$ cat src/rtl/wb_control_pkg.sv
// Shared processor definitions: opcodes, register addressing, write-back mux encodings
// and instruction decode helpers used by the write-back control slice.
package wb_control_pkg;

    localparam int unsigned IrW      = 8;
    localparam int unsigned RegAddrW = 2;
    localparam int unsigned NumRegs  = 4;

    localparam logic [3:0] OpLoad  = 4'b0000;
    localparam logic [3:0] OpStop  = 4'b0001;
    localparam logic [3:0] OpStore = 4'b0010;
    localparam logic [3:0] OpAdd   = 4'b0100;
    localparam logic [3:0] OpBz    = 4'b0101;
    localparam logic [3:0] OpSub   = 4'b0110;
    localparam logic [3:0] OpNand  = 4'b1000;
    localparam logic [3:0] OpBnz   = 4'b1001;
    localparam logic [3:0] OpNop   = 4'b1010;
    localparam logic [3:0] OpBpz   = 4'b1101;

    // ORI and SHIFT ignore opcode bit 3.
    localparam logic [2:0] OpOriLo   = 3'b111;
    localparam logic [2:0] OpShiftLo = 3'b011;

    localparam logic [RegAddrW-1:0] OriDest = 2'b01;

    localparam logic RegInAlu = 1'b0;
    localparam logic RegInMem = 1'b1;

    typedef enum logic [1:0] {
        StIdle,
        StWaitMem,
        StHalted
    } wb_state_e;

    function automatic logic op_is_ori(logic [3:0] op);
        return op[2:0] == OpOriLo;
    endfunction

    function automatic logic op_is_shift(logic [3:0] op);
        return op[2:0] == OpShiftLo;
    endfunction

    function automatic logic op_writes(logic [3:0] op);
        return (op == OpLoad) || (op == OpAdd) || (op == OpSub) || (op == OpNand) ||
               op_is_ori(op) || op_is_shift(op);
    endfunction

    function automatic logic [RegAddrW-1:0] op_dest(logic [3:0] op, logic [RegAddrW-1:0] dst);
        return op_is_ori(op) ? OriDest : dst;
    endfunction

    // One bit per architectural register the instruction reads.
    function automatic logic [NumRegs-1:0] src_mask(logic [IrW-1:0] ir);
        logic [3:0]         op;
        logic [NumRegs-1:0] mask;
        op   = ir[3:0];
        mask = '0;
        if ((op == OpAdd) || (op == OpSub) || (op == OpNand) || (op == OpStore)) begin
            mask[ir[7:6]] = 1'b1;
            mask[ir[5:4]] = 1'b1;
        end else if (op == OpLoad) begin
            mask[ir[5:4]] = 1'b1;
        end else if (op_is_shift(op)) begin
            mask[ir[7:6]] = 1'b1;
        end else if (op_is_ori(op)) begin
            mask[OriDest] = 1'b1;
        end
        return mask;
    endfunction

endpackage

$ cat src/rtl/wb_scoreboard.sv
// Per-register pending-write counters: issue increments, retire decrements, both saturate
// and raise a sticky error instead of wrapping.
module wb_scoreboard
    import wb_control_pkg::*;
(
    input  logic                               clk_i,
    input  logic                               rst_ni,
    input  logic                               inc_i,
    input  logic [RegAddrW-1:0]                inc_addr_i,
    input  logic                               dec_i,
    input  logic [RegAddrW-1:0]                dec_addr_i,
    output logic [NumRegs-1:0][1:0]            count_o,
    output logic                               err_o
);

    logic [NumRegs-1:0][1:0] count_q, count_d;
    logic                    err_q, err_d;
    logic [NumRegs-1:0]      up, dn;

    always_comb begin
        count_d = count_q;
        err_d   = err_q;
        up      = '0;
        dn      = '0;
        for (int r = 0; r < NumRegs; r++) begin
            up[r] = inc_i && (inc_addr_i == RegAddrW'(r));
            dn[r] = dec_i && (dec_addr_i == RegAddrW'(r));
            if (up[r] && !dn[r]) begin
                if (count_q[r] == 2'd3) begin
                    err_d = 1'b1;
                end else begin
                    count_d[r] = count_q[r] + 2'd1;
                end
            end else if (dn[r] && !up[r]) begin
                if (count_q[r] == 2'd0) begin
                    err_d = 1'b1;
                end else begin
                    count_d[r] = count_q[r] - 2'd1;
                end
            end
        end
    end

    always_ff @(posedge clk_i) begin
        if (!rst_ni) begin
            count_q <= '0;
            err_q   <= 1'b0;
        end else begin
            count_q <= count_d;
            err_q   <= err_d;
        end
    end

    assign count_o = count_q;
    assign err_o   = err_q;

endmodule

$ cat src/rtl/wb_control.sv
// Write-back stage control: accepts the WB instruction, sequences register-file writes
// (ALU results next cycle, loads after memory data) and raises RF-stage hazard stalls.
module wb_control
    import wb_control_pkg::*;
(
    input  logic                clock,
    input  logic                reset,
    input  logic [IrW-1:0]      IR4,
    input  logic                IR4Valid,
    output logic                IR4Ready,
    input  logic                MemReady,
    input  logic                IssueValid,
    input  logic [IrW-1:0]      IssueIR,
    input  logic [IrW-1:0]      IR2,
    output logic                RFWrite,
    output logic [RegAddrW-1:0] WriteAddr,
    output logic                RegInSel,
    output logic                FlagWrite,
    output logic                Stall,
    output logic                Halt,
    output logic                ScoreErr
);

    wb_state_e             state_q, state_d;
    logic                  rf_write_q, rf_write_d;
    logic                  flag_write_q, flag_write_d;
    logic [RegAddrW-1:0]   write_addr_q, write_addr_d;
    logic                  reg_in_sel_q, reg_in_sel_d;
    logic [RegAddrW-1:0]   ld_dest_q, ld_dest_d;
    logic [3:0]            ir4_op;
    logic [NumRegs-1:0][1:0] count;
    logic [NumRegs-1:0]    busy;
    logic                  unused_src_fields;

    assign ir4_op = IR4[3:0];

    // Source fields only matter for the RF-stage hazard check.
    assign unused_src_fields = ^{IR4[5:4], IssueIR[5:4]};

    always_comb begin
        state_d      = state_q;
        rf_write_d   = 1'b0;
        flag_write_d = 1'b0;
        write_addr_d = write_addr_q;
        reg_in_sel_d = reg_in_sel_q;
        ld_dest_d    = ld_dest_q;
        unique case (state_q)
            StIdle: begin
                if (IR4Valid) begin
                    if (ir4_op == OpLoad) begin
                        state_d   = StWaitMem;
                        ld_dest_d = IR4[7:6];
                    end else if (op_writes(ir4_op)) begin
                        rf_write_d   = 1'b1;
                        flag_write_d = 1'b1;
                        write_addr_d = op_dest(ir4_op, IR4[7:6]);
                        reg_in_sel_d = RegInAlu;
                    end else if (ir4_op == OpStop) begin
                        state_d = StHalted;
                    end
                end
            end
            StWaitMem: begin
                if (MemReady) begin
                    rf_write_d   = 1'b1;
                    write_addr_d = ld_dest_q;
                    reg_in_sel_d = RegInMem;
                    state_d      = StIdle;
                end
            end
            StHalted: begin
            end
            default: state_d = StIdle;
        endcase
    end

    always_ff @(posedge clock) begin
        if (!reset) begin
            state_q      <= StIdle;
            rf_write_q   <= 1'b0;
            flag_write_q <= 1'b0;
            write_addr_q <= '0;
            reg_in_sel_q <= RegInAlu;
            ld_dest_q    <= '0;
        end else begin
            state_q      <= state_d;
            rf_write_q   <= rf_write_d;
            flag_write_q <= flag_write_d;
            write_addr_q <= write_addr_d;
            reg_in_sel_q <= reg_in_sel_d;
            ld_dest_q    <= ld_dest_d;
        end
    end

    wb_scoreboard u_scoreboard (
        .clk_i      (clock),
        .rst_ni     (reset),
        .inc_i      (IssueValid && op_writes(IssueIR[3:0])),
        .inc_addr_i (op_dest(IssueIR[3:0], IssueIR[7:6])),
        .dec_i      (rf_write_q),
        .dec_addr_i (write_addr_q),
        .count_o    (count),
        .err_o      (ScoreErr)
    );

    always_comb begin
        busy = '0;
        for (int r = 0; r < NumRegs; r++) begin
            busy[r] = (count[r] != 2'd0);
        end
    end

    // Gated by reset so the block never claims readiness during the reset cycle.
    assign IR4Ready  = reset && (state_q == StIdle);
    assign Halt      = (state_q == StHalted);
    assign Stall     = (state_q != StHalted) && |(src_mask(IR2) & busy);
    assign RFWrite   = rf_write_q;
    assign FlagWrite = flag_write_q;
    assign WriteAddr = write_addr_q;
    assign RegInSel  = reg_in_sel_q;

endmodule

$ cat config.mk
export PLATFORM = sky130hd
export DESIGN_NAME = wb_control
export DESIGN_NICKNAME = d
export VERILOG_FILES = /design/src/rtl/wb_control_pkg.sv /design/src/rtl/wb_scoreboard.sv /design/src/rtl/wb_control.sv
export SDC_FILE = /design/constraint.sdc
export NUM_CORES = 1
export LEC_CHECK = 0
export CORE_MARGIN = 2
export CORE_UTILIZATION = 45
export CTS_BUF_LIST = sky130_fd_sc_hd__clkbuf_8
export DETAILED_ROUTE_END_ITERATION = 10
export MAX_ROUTING_LAYER = met4
export PLACE_DENSITY = 0.77
export SYNTH_ARGS = -nofsm -noshare
export SYNTH_HDL_FRONTEND = slang
export SYNTH_SLANG_ARGS = --single-unit
$ cat constraint.sdc
create_clock -name clock -period 2 [get_ports clock]
set_input_delay 0.4 -clock clock [delete_from_list [all_inputs] [get_ports clock]]
set_output_delay 0.4 -clock clock [all_outputs]
set_load 0.01 [all_outputs]
==> results of run 1 <==
==> cells by family after synthesis <==
group | count (synthesis)
mux | 7
buf+inv | 9
simple gates | 75
compound gates | 48
flops | 18
==> cells in the final DEF, fill, tap and decap left out, drive strengths merged, types with 2 or more instances in the layout <==
cell type and n:
a211oi 3, nand3 6, nand2b 4, or4 2, clkdlybuf4s50 25, nor3b 3, a31oi 2, dlygate4sd2 4
clkbuf 3, nand3b 3, o211ai 3, dlymetal6s2s 2, and3 3, nor2 18, inv 4, a221oi 2
a21oi 13, mux4 2, nand2 13, o22ai 2, or3b 2, buf 25, mux2i 4, nor3 11
o32ai 2, o21a 2, o21ai 10, o221ai 2, dfxtp 18, nor2b 4
==> final cells by class <==
| class | count | share of cell area, % |
|---|---|---|
| Sequential cell | 18 | 19.1 |
| Inverter | 4 | 0.779 |
| Multi-Input combinational cell | 130 | 49.7 |
| Tap cell | 31 | 2.01 |
| Clock buffer | 3 | 2.14 |
| Timing Repair Buffer | 57 | 26.3 |
==> worst reg2reg max path, cell delays in order (launching register included) <==
cell,delay (ns)
dfxtp_1,0.45
nor3b_2,0.37
o32ai_1,0.13
mux2i_1,0.20
a21oi_2,0.09
o41a_1,0.40
==> worst max path at each step <==
| stage | start | to | slack, ns |
|---|---|---|---|
| after floorplan | u_scoreboard.count_o[5] | Stall | 0.22 |
| after global placement | IR2[6] | Stall | -0.76 |
| after detailed placement | IR2[6] | Stall | -0.84 |
| after CTS | u_scoreboard.count_o[1] | Stall | -0.05 |
| after global routing | u_scoreboard.count_o[7] | Stall | -0.16 |
| final | u_scoreboard.count_o[7] | Stall | -0.08 |
==> sequential cells by signal, summed over array words and instances (netlist names) <==
signal	cells
u_scoreboard.count_o	8
ld_dest_q	2
state_q	2
FlagWrite	1
RFWrite	1
WriteAddr	2
RegInSel	1
u_scoreboard.err_o	1
==> cell usage after synthesis, types with 4 or more instances <==
master / n / area (µm²)
inv_1: 4 / 15.0
nor2_1: 18 / 67.6
nand2b_1: 4 / 25.0
dfxtp_1: 18 / 360
mux2i_1: 4 / 40.0
nand3_1: 6 / 30.0
o21ai_0: 5 / 25.0
nand2_1: 13 / 48.8
a21oi_1: 13 / 65.1
nor3_1: 11 / 55.1
nor2b_1: 4 / 25.0
==> through the flow <==
stage               instance area [µm²]  std cells  TNS, ns  util (%)  setup slack (ns)
floorplan                          1270        157        0         -             0.217
global placement                   1800        240    -1.63      66.4            -0.765
detailed placement                 1800        240    -2.26      66.4            -0.840
CTS                                1850        243  -0.0469      68.1           -0.0469
global route                       1930        243   -0.175      71.1            -0.159
finish                             1930        243  -0.0844      71.1           -0.0844
==> routing by layer <==
metal | up-vias | wire, µm
met4 | 0 | 65
met5 | - | 0
met1 | 663 | 1440
met2 | 52 | 1780
li1 | 710 | -
met3 | 5 | 162
==> power by group through the flow <==
stage,logic [mW],registers (mW),clock network [mW]
final,0.237,0.383,0.259
after global placement,0.216,0.390,0
after detailed placement,0.223,0.390,0
after CTS,0.221,0.382,0.260
after global routing,0.255,0.385,0.271
after floorplan,0.0927,0.393,0
==> timing repair <==
item | in CTS | in global routing
setup endpoints to repair | 2 | 7
pin swaps | 2 | 7
resized for setup | 19 | 20
==> results.yml, run 1 <==
grt:
  grt-ovfl-total: 0
  met1_usage_pct: 26.0
  use_met2_pct: 37.3
  use_met3_pct: 2.04
  grt_usage_pct: 21.5
  top_usage_layer: "met2"
  grt_max_degree: 16
  first_global_vias: 1315
  grt_pass1_wl_mm: 5.50
  antenna_found_initial: 0
pwr:
  peakVddDrop_mv: 0.435
  p_int_uw: 635
  p_switching_uw: 245
  power.total_uw: 879
  netSwitchingFraction_pct: 27.8
  p_comb_share_pct: 26.9
  pwr-share-clk_pct: 29.5
  pwr-share-seq_pct: 43.6
  leakage_nw: 0.767
  powerDensity_mw_per_mm2: 456
die:
  ios: 38
  initial_core_util_pct: 46.9
  design.core.area_mm2: 0.00271
  die_h_um: 57.2
  die-area_mm2: 0.00327
  fp.dieW_um: 57.2
  rows: 19
hold_path:
  hold_class: "flip-flop to flip-flop"
  worst_hold_startpoint: "RegInSel"
  holdPathStages: 2
  hold_path_end: "RegInSel"
timing:
  rsz0062_at_grt: "true"
  fmax_mhz: 480
  hold_violations: 0
  holdWs_ns: 0.468
  finalCritPeriodShare_pct: 104
  relSlewSlack_pct: 73.8
  tightestPinTransition_ns: 0.391
  drv_slew: 0
  fin_worst_skew_ns: 0.00156
  setup_viol: 1
  setup_ws_ns: -0.0844
  finalCriticalPeriod_ns: 2.08
worst_setup_path:
  rr_worst_depth: 5
  critPathRequiredTime_ns: 1.60
  cp_top_family: "multiplexers"
  r2r_end: "u_scoreboard.err_o"
  cp_slowest_cell: "mux4_2"
  end_kind: "primary output"
  r2r_slack_ns: 0.25
  critical_path_buf_inv_count: 1
  worstPathCellList: "nor2_4 -> mux4_2 -> nor2_2 -> o221ai_2 -> a21oi_1 -> buf_2"
  cpPeakStageDelay_ns: 0.47
  critical_path_depth: 6
  crit_path_start_kind: "flip-flop"
  reg2reg_from: "RFWrite"
  crit_type: "flip-flop to primary output"
  worstPathArrival_ns: 1.68
  path_max_fanout: 3
cells_and_area:
  multi_input_area_um2: 957
  regArea_um2: 368
  n_antenna_cell: 0
  area_growth_pct: 51.6
  drive_above_1_share_pct: 31.1
  fill_cells: 216
  nets: 243
clock_tree:
  cts_root_buf: "clkbuf_8"
  clk_latency_ns: 0.26
  h-tree-depth: 1
  hold_buffers: 0
  cts_setup_buffers: 0
  cts.sinks: 18
  cts_made_buffers: 3
  cts_buffer_depth: 2
  tritoncts: "yes"
  clk_pin_slew_ns: 0.07
placement:
  dp_hpwl_mm: 2.67
  io_buffer_count: 33
  gp_congestion: 0.872
routing:
  final_antenna_net_count: 0
  vias_per_cell: 5.88
  vias: 1430
  drc: 0
  avgRoutedWirePerCell_um: 14.2
  wirelength_mm: 3.45
  drt_iter0_markers: 75
  first_pass_iters: 4
yosys:
  syn_inst: 157
  synth_compound_area_share_pct: 28.1
  synthesis.area_mm2: 0.00127
  avgSynthCellArea_um2: 8.10
  synthMuxAreaShare_pct: 7.87
  ys_types: 51
  ys_seq_area_share_pct: 28.3
  synth_edf_count: 0
  synth-xor-area-share_pct: 0
  synthFlopType: "dfxtp_1"
  synth_fa_ha_area_share_pct: 0
  synth_seq_cells: 18
  async_flop_share_pct: 0
  synth_top_family_by_area: "simple AND/OR/NAND/NOR gates"
  synthSimpleGateAreaFrac_pct: 32.9
  syn_nets: 186
  ys_warn_count: 0
outcome:
  status: "finished, violations left"
  violations: "setup timing"
run:
  maxCapViolCount: 0
No activity file was read; power rests on OpenSTA's default activity.
==> run 2: changes to the inputs <==
--- a/config.mk
+++ b/config.mk
@@ -5,12 +5,14 @@
 export SDC_FILE = /design/constraint.sdc
 export NUM_CORES = 1
 export LEC_CHECK = 0
+export CELL_PAD_IN_SITES_DETAIL_PLACEMENT = 0
+export CELL_PAD_IN_SITES_GLOBAL_PLACEMENT = 2
 export CORE_MARGIN = 2
-export CORE_UTILIZATION = 45
+export CORE_UTILIZATION = 27
 export CTS_BUF_LIST = sky130_fd_sc_hd__clkbuf_8
 export DETAILED_ROUTE_END_ITERATION = 10
 export MAX_ROUTING_LAYER = met4
-export PLACE_DENSITY = 0.77
+export PLACE_DENSITY_LB_ADDON = 0.1
 export SYNTH_ARGS = -nofsm -noshare
 export SYNTH_HDL_FRONTEND = slang
 export SYNTH_SLANG_ARGS = --single-unit
==> run 2 against run 1 <==
Against the previous run:
- the flow still finishes with violations (setup timing)
- critical path type is now input pin to primary output
- register-to-register slack barely moved
- sequential power barely moved
- highest routed layer unchanged
- count of clock-buffer cells in the layout rose by 1
- clock power rose by 18%
- sequential share of layout area rose by 0.15 points
==> results.yml, run 2 (same netlist as run 1, synthesis figures left out) <==
die:
  ios: 38
  initial_core_util_pct: 28.6
  rows: 24
  fp.dieW_um: 72.6
  design.core.area_mm2: 0.00444
  die_h_um: 72.6
  die-area_mm2: 0.00527
worst_setup_path:
  cp_slowest_cell: "mux4_2"
  cpPeakStageDelay_ns: 0.52
  crit_type: "input pin to primary output"
  worstPathCellList: "clkdlybuf4s15_1 -> mux4_2 -> nor2_2 -> o221ai_2 -> a21oi_1 -> buf_2"
  worstPathArrival_ns: 1.66
  cp_top_family: "multiplexers"
  critPathRequiredTime_ns: 1.60
  crit_path_start_kind: "input pin"
  critical_path_buf_inv_count: 2
  r2r_slack_ns: 0.25
  path_max_fanout: 3
  end_kind: "primary output"
pwr:
  leakage_nw: 0.759
  powerDensity_mw_per_mm2: 473
  power.total_uw: 921
  peakVddDrop_mv: 0.343
clock_tree:
  cts.sinks: 18
  clk_latency_ns: 0.25
  clk_pin_slew_ns: 0.07
  tritoncts: "yes"
  hold_buffers: 0
  cts_setup_buffers: 0
  h-tree-depth: 1
  cts_made_buffers: 3
  cts_buffer_depth: 2
  cts_root_buf: "clkbuf_8"
cells_and_area:
  area_growth_pct: 53.0
  fin_util_pct: 43.8
  n_antenna_cell: 0
  drive_above_1_share_pct: 29.6
  final_common_cell: "clkdlybuf4s50_1"
  largest_reg_flops: 8
  layout.cells.non_filler: 265
  layout_common_cells: "clkdlybuf4s50_1 (26), buf_4 (24), nor2_1 (13), nand2_1 (13), a21oi_1 (12)"
  fill_cells: 459
  nets: 243
routing:
  avgRoutedWirePerCell_um: 14.0
  wirelength_mm: 3.72
  drc: 0
  final_antenna_net_count: 0
  vias_per_cell: 5.30
  drt_iter0_markers: 57
  first_pass_iters: 4
  vias: 1405
grt:
  first_global_vias: 1325
  grt-ovfl-total: 0
  antenna_found_initial: 0
  grt_usage_pct: 14.9
  grt_pass1_wl_mm: 6.12
  grt_max_degree: 16
timing:
  fin_worst_skew_ns: 0.00160
  finalCritPeriodShare_pct: 103
  relSlewSlack_pct: 75.1
  setup_ws_ns: -0.0573
  rsz0062_at_grt: "true"
  hold_violations: 0
  tightestPinTransition_ns: 0.372
  finalCriticalPeriod_ns: 2.06
  drv_slew: 0
  fmax_mhz: 486
  setup_viol: 1
outcome:
  status: "finished, violations left"
  violations: "setup timing"
placement:
  dp_slack_ns: -0.801
  dp.cells: 261
  dp_hpwl_mm: 2.86
  gp_congestion: 0.783
  io_buffer_count: 33
run:
  maxCapViolCount: 0
hold_path:
  hold_class: "flip-flop to flip-flop"
## run 2: worst paths after layout
| path | from | end | cells past startpoint |
|---|---|---|---|
| setup / recovery | IR2[6] | Stall | 6 |
| hold / removal | ld_dest_q[0] | WriteAddr[0] | 2 |
| setup reg to reg | RFWrite | u_scoreboard.err_o | 5 |
| hold reg to reg | ld_dest_q[0] | WriteAddr[0] | 2 |
## run 2: tightest hold or removal path, stage by stage, from the launching register on
cell,delay (ns)
dfxtp_1,0.31
nand2_1,0.05
o22ai_1,0.06
## run 2: routing by layer
| layer | part of all wire [%] | global-route usage (%) | vias to the layer above |
|---|---|---|---|
| li1 | - | - | 714 |
| met4 | 0.73 | 2.47 | 0 |
| met5 | 0 | - | - |
| met1 | 47 | 19.2 | 659 |
| met3 | 3.7 | 2.90 | 4 |
| met2 | 48 | 24.6 | 28 |
## run 2: layout make-up
cell class,count,area [µm²],share of cell area [%]
well taps,52,65.1,3.35
flip-flops and latches,18,374,19.2
repair buffers,57,500,25.7
multi-input cells,130,935,48.1
clock buffers,4,55.1,2.83
inverters,4,15.0,0.772
## run 2: repair_timing
| action | in CTS | in global routing |
|---|---|---|
| endpoints found under the hold margin | 0 | 0 |
| gates cloned | 0 | 0 |
| setup endpoints to repair | 3 | 3 |
| pin swaps | 5 | 4 |
| resized for setup | 23 | 14 |
## run 2: per-stage QoR
| stage | instance area [µm²] | hold slack [ns] | TNS [ns] |
|---|---|---|---|
| CTS | 1890 | 0.478 | -0.0378 |
| detailed placement | 1830 | 0.467 | -2.61 |
| finish | 1940 | 0.474 | -0.0573 |
| floorplan | 1270 | 0.446 | 0 |
| global placement | 1830 | 0.449 | -2.12 |
| global route | 1940 | 0.509 | -0.155 |
## run 2: power by group
group / switching (mW) / internal (mW) / total, mW
Combinational: 0.104 / 0.127 / 0.231
Sequential: 0.0133 / 0.370 / 0.383
Clock: 0.131 / 0.175 / 0.306
Total: 0.249 / 0.672 / 0.921
==> run 3: changes to the inputs <==
--- a/config.mk
+++ b/config.mk
@@ -8,11 +8,12 @@
 export CELL_PAD_IN_SITES_DETAIL_PLACEMENT = 0
 export CELL_PAD_IN_SITES_GLOBAL_PLACEMENT = 2
 export CORE_MARGIN = 2
-export CORE_UTILIZATION = 27
+export CORE_UTILIZATION = 28
 export CTS_BUF_LIST = sky130_fd_sc_hd__clkbuf_8
 export DETAILED_ROUTE_END_ITERATION = 10
 export MAX_ROUTING_LAYER = met4
 export PLACE_DENSITY_LB_ADDON = 0.1
 export SYNTH_ARGS = -nofsm -noshare
 export SYNTH_HDL_FRONTEND = slang
+export SYNTH_HIERARCHICAL = 1
 export SYNTH_SLANG_ARGS = --single-unit
==> run 3 against run 2 <==
Against the previous run:
- the flow now finishes without violations
- combinational power shrank 6%
- setup slack better by 0.11 ns
- synthesized cell count rose by 5.1%
- power is 3.1% lower
- final cell count increased by 7.2%
- first-iteration DRC count is 21% lower
- synthesized area increased by 4.3%
- flip-flop and latch count is the same
- clock skew up 0.00051 ns
- largest cell class unchanged
==> results.yml, run 3 <==
die:
  rows: 25
  initial_core_util_pct: 28.6
  die-area_mm2: 0.00530
  die_h_um: 72.8
  design.core.area_mm2: 0.00463
  ios: 38
  fp.dieW_um: 72.8
cells_and_area:
  final_common_cell: "buf_4"
  nets: 268
  fill_cells: 476
  n_antenna_cell: 0
  area_growth_pct: 57.5
  layout_common_cells: "buf_4 (28), clkdlybuf4s50_1 (19), dfxtp_1 (17), nor2_1 (12), a21oi_1 (12)"
  drive_above_1_share_pct: 29.1
  largest_reg_flops: 8
yosys:
  synth.most_common_cell: "dfxtp_1"
  synth_common_cells: "dfxtp_1 (18), a21oi_1 (13), nor2_1 (12)"
  synth_area_leader_cell: "dfxtp_1"
  synth_top_area_share_pct: 27.2
  synth_top_cells_by_area: "dfxtp_1 (27%), ha_1 (7.5%), a21oi_1 (4.9%)"
  avgSynthCellArea_um2: 8.04
  synthFlopType: "dfxtp_1"
  async_flop_share_pct: 0
  ys_seq_area_share_pct: 27.2
  ys_warn_count: 6
  synthesis.area_mm2: 0.00133
  syn_inst: 165
  synth_edf_count: 0
  syn_nets: 202
  synth_seq_cells: 18
  ys_types: 43
worst_setup_path:
  rr_worst_depth: 5
  critical_path_depth: 6
  worstPathCellList: "clkdlybuf4s15_1 -> nor3b_1 -> a211o_1 -> a32oi_1 -> o2111ai_1 -> buf_2"
  end_kind: "primary output"
  critical_path_buf_inv_count: 2
  cp_top_family: "compound AO/OA/AOI/OAI gates"
  worstPathArrival_ns: 1.55
  critPathRequiredTime_ns: 1.60
  crit_path_start_kind: "input pin"
  path_max_fanout: 5
  cp_slowest_cell: "a211o_1"
  cpPeakStageDelay_ns: 0.29
  crit_type: "input pin to primary output"
placement:
  io_buffer_count: 33
  gp_congestion: 0.769
  dp_hpwl_mm: 2.87
grt:
  first_global_vias: 1431
  grt_pass1_wl_mm: 6.16
  grt_usage_pct: 14.9
  antenna_found_initial: 0
  grt_max_degree: 11
  grt-ovfl-total: 0
timing:
  setup_viol: 0
  drv_slew: 0
  finalCriticalPeriod_ns: 1.95
  tightestPinTransition_ns: 0.372
  hold_violations: 0
  tns_ns: 0
  holdWs_ns: 0.493
  relSlewSlack_pct: 74.9
  finalCritPeriodShare_pct: 97.4
  fmax_mhz: 513
  fin_worst_skew_ns: 0.00211
routing:
  drc: 0
  avgRoutedWirePerCell_um: 12.7
  vias_per_cell: 5.07
  drt_iter0_markers: 45
  wirelength_mm: 3.61
  first_pass_iters: 4
  final_antenna_net_count: 0
  vias: 1440
hold_path:
  holdPathStages: 2
  hold_class: "flip-flop to flip-flop"
clock_tree:
  cts_root_buf: "clkbuf_8"
  cts_made_buffers: 3
  clk_latency_ns: 0.25
  hold_buffers: 0
  clk_pin_slew_ns: 0.07
  h-tree-depth: 1
  tritoncts: "yes"
  cts_buffer_depth: 2
  cts.sinks: 18
pwr:
  leakage_nw: 0.912
  power.total_uw: 892
  peakVddDrop_mv: 0.254
  powerDensity_mw_per_mm2: 427
run:
  maxCapViolCount: 0
outcome:
  status: "finished, final reports clean"
-- run 3: report_power, final --
group	internal (mW)	total [mW]	switching (mW)
Clock	0.175	0.304	0.129
Sequential	0.366	0.372	0.00586
Combinational	0.126	0.217	0.0909
Total	0.667	0.892	0.226
-- run 3: cell families (layout without fill, tap and decap cells) --
logic type | count (synthesis) | after routing | synth area share, %
buffers and inverters | 11 | 76 | 3.11
multiplexers | 5 | 5 | 3.77
AND/OR/NAND/NOR | 73 | 73 | 33.1
adder cells (fa/ha/maj) | 8 | 8 | 7.55
flip-flops | 18 | 18 | 27.2
AO/OA/AOI/OAI | 50 | 50 | 25.3
-- run 3: layout make-up --
class	instances	area, µm²	area share [%]
multi-input cells	136	1040	49.9
flip-flops and latches	18	362	17.3
clock buffers	4	55.1	2.63
well taps	54	67.6	3.23
repair buffers	61	522	25.0
inverters	11	41.3	1.98
-- run 3: final timing paths --
path                                      endpoint    startpoint  slack, ns
worst max-delay path                         Stall        IR2[2]       0.05
worst min-delay path                  ld_dest_q[1]  ld_dest_q[1]       0.49
worst max register to register  u_scoreboard/err_o  WriteAddr[1]       0.24
worst min register to register        ld_dest_q[1]  ld_dest_q[1]       0.49
-- run 3: stage by stage --
step           utilization (%)  worst slack, ns  instances  cell area (µm²)
6_report                  45.1           0.0516        284             2090
5_1_grt                   45.1          -0.0270        284             2090
4_1_cts                   43.9          -0.0396        283             2030
3_5_place_dp              41.8           -0.676        280             1930
3_3_place_gp              41.8           -0.638        280             1930
2_1_floorplan                -           0.0250        165             1330
-- run 3: tightest hold or removal path: stages (launching register included) --
cell and delay, ns:
dfxtp_1 0.32, mux2i_1 0.06, nor2_1 0.07
-- run 3: per-layer routing --
metal	track usage, %	vias to the layer above	part of all wire (%)
met3	2.49	2	2.9
met4	3.09	0	0.33
met1	18.9	668	49
met2	24.8	22	48
met5	-	-	0
li1	-	748	-
-- run 3: repair_timing --
item,in CTS,in global routing
buffers inserted,0,1
setup endpoints to repair,11,9
resized for setup,32,23
cloned,0,0
pin swaps,8,13
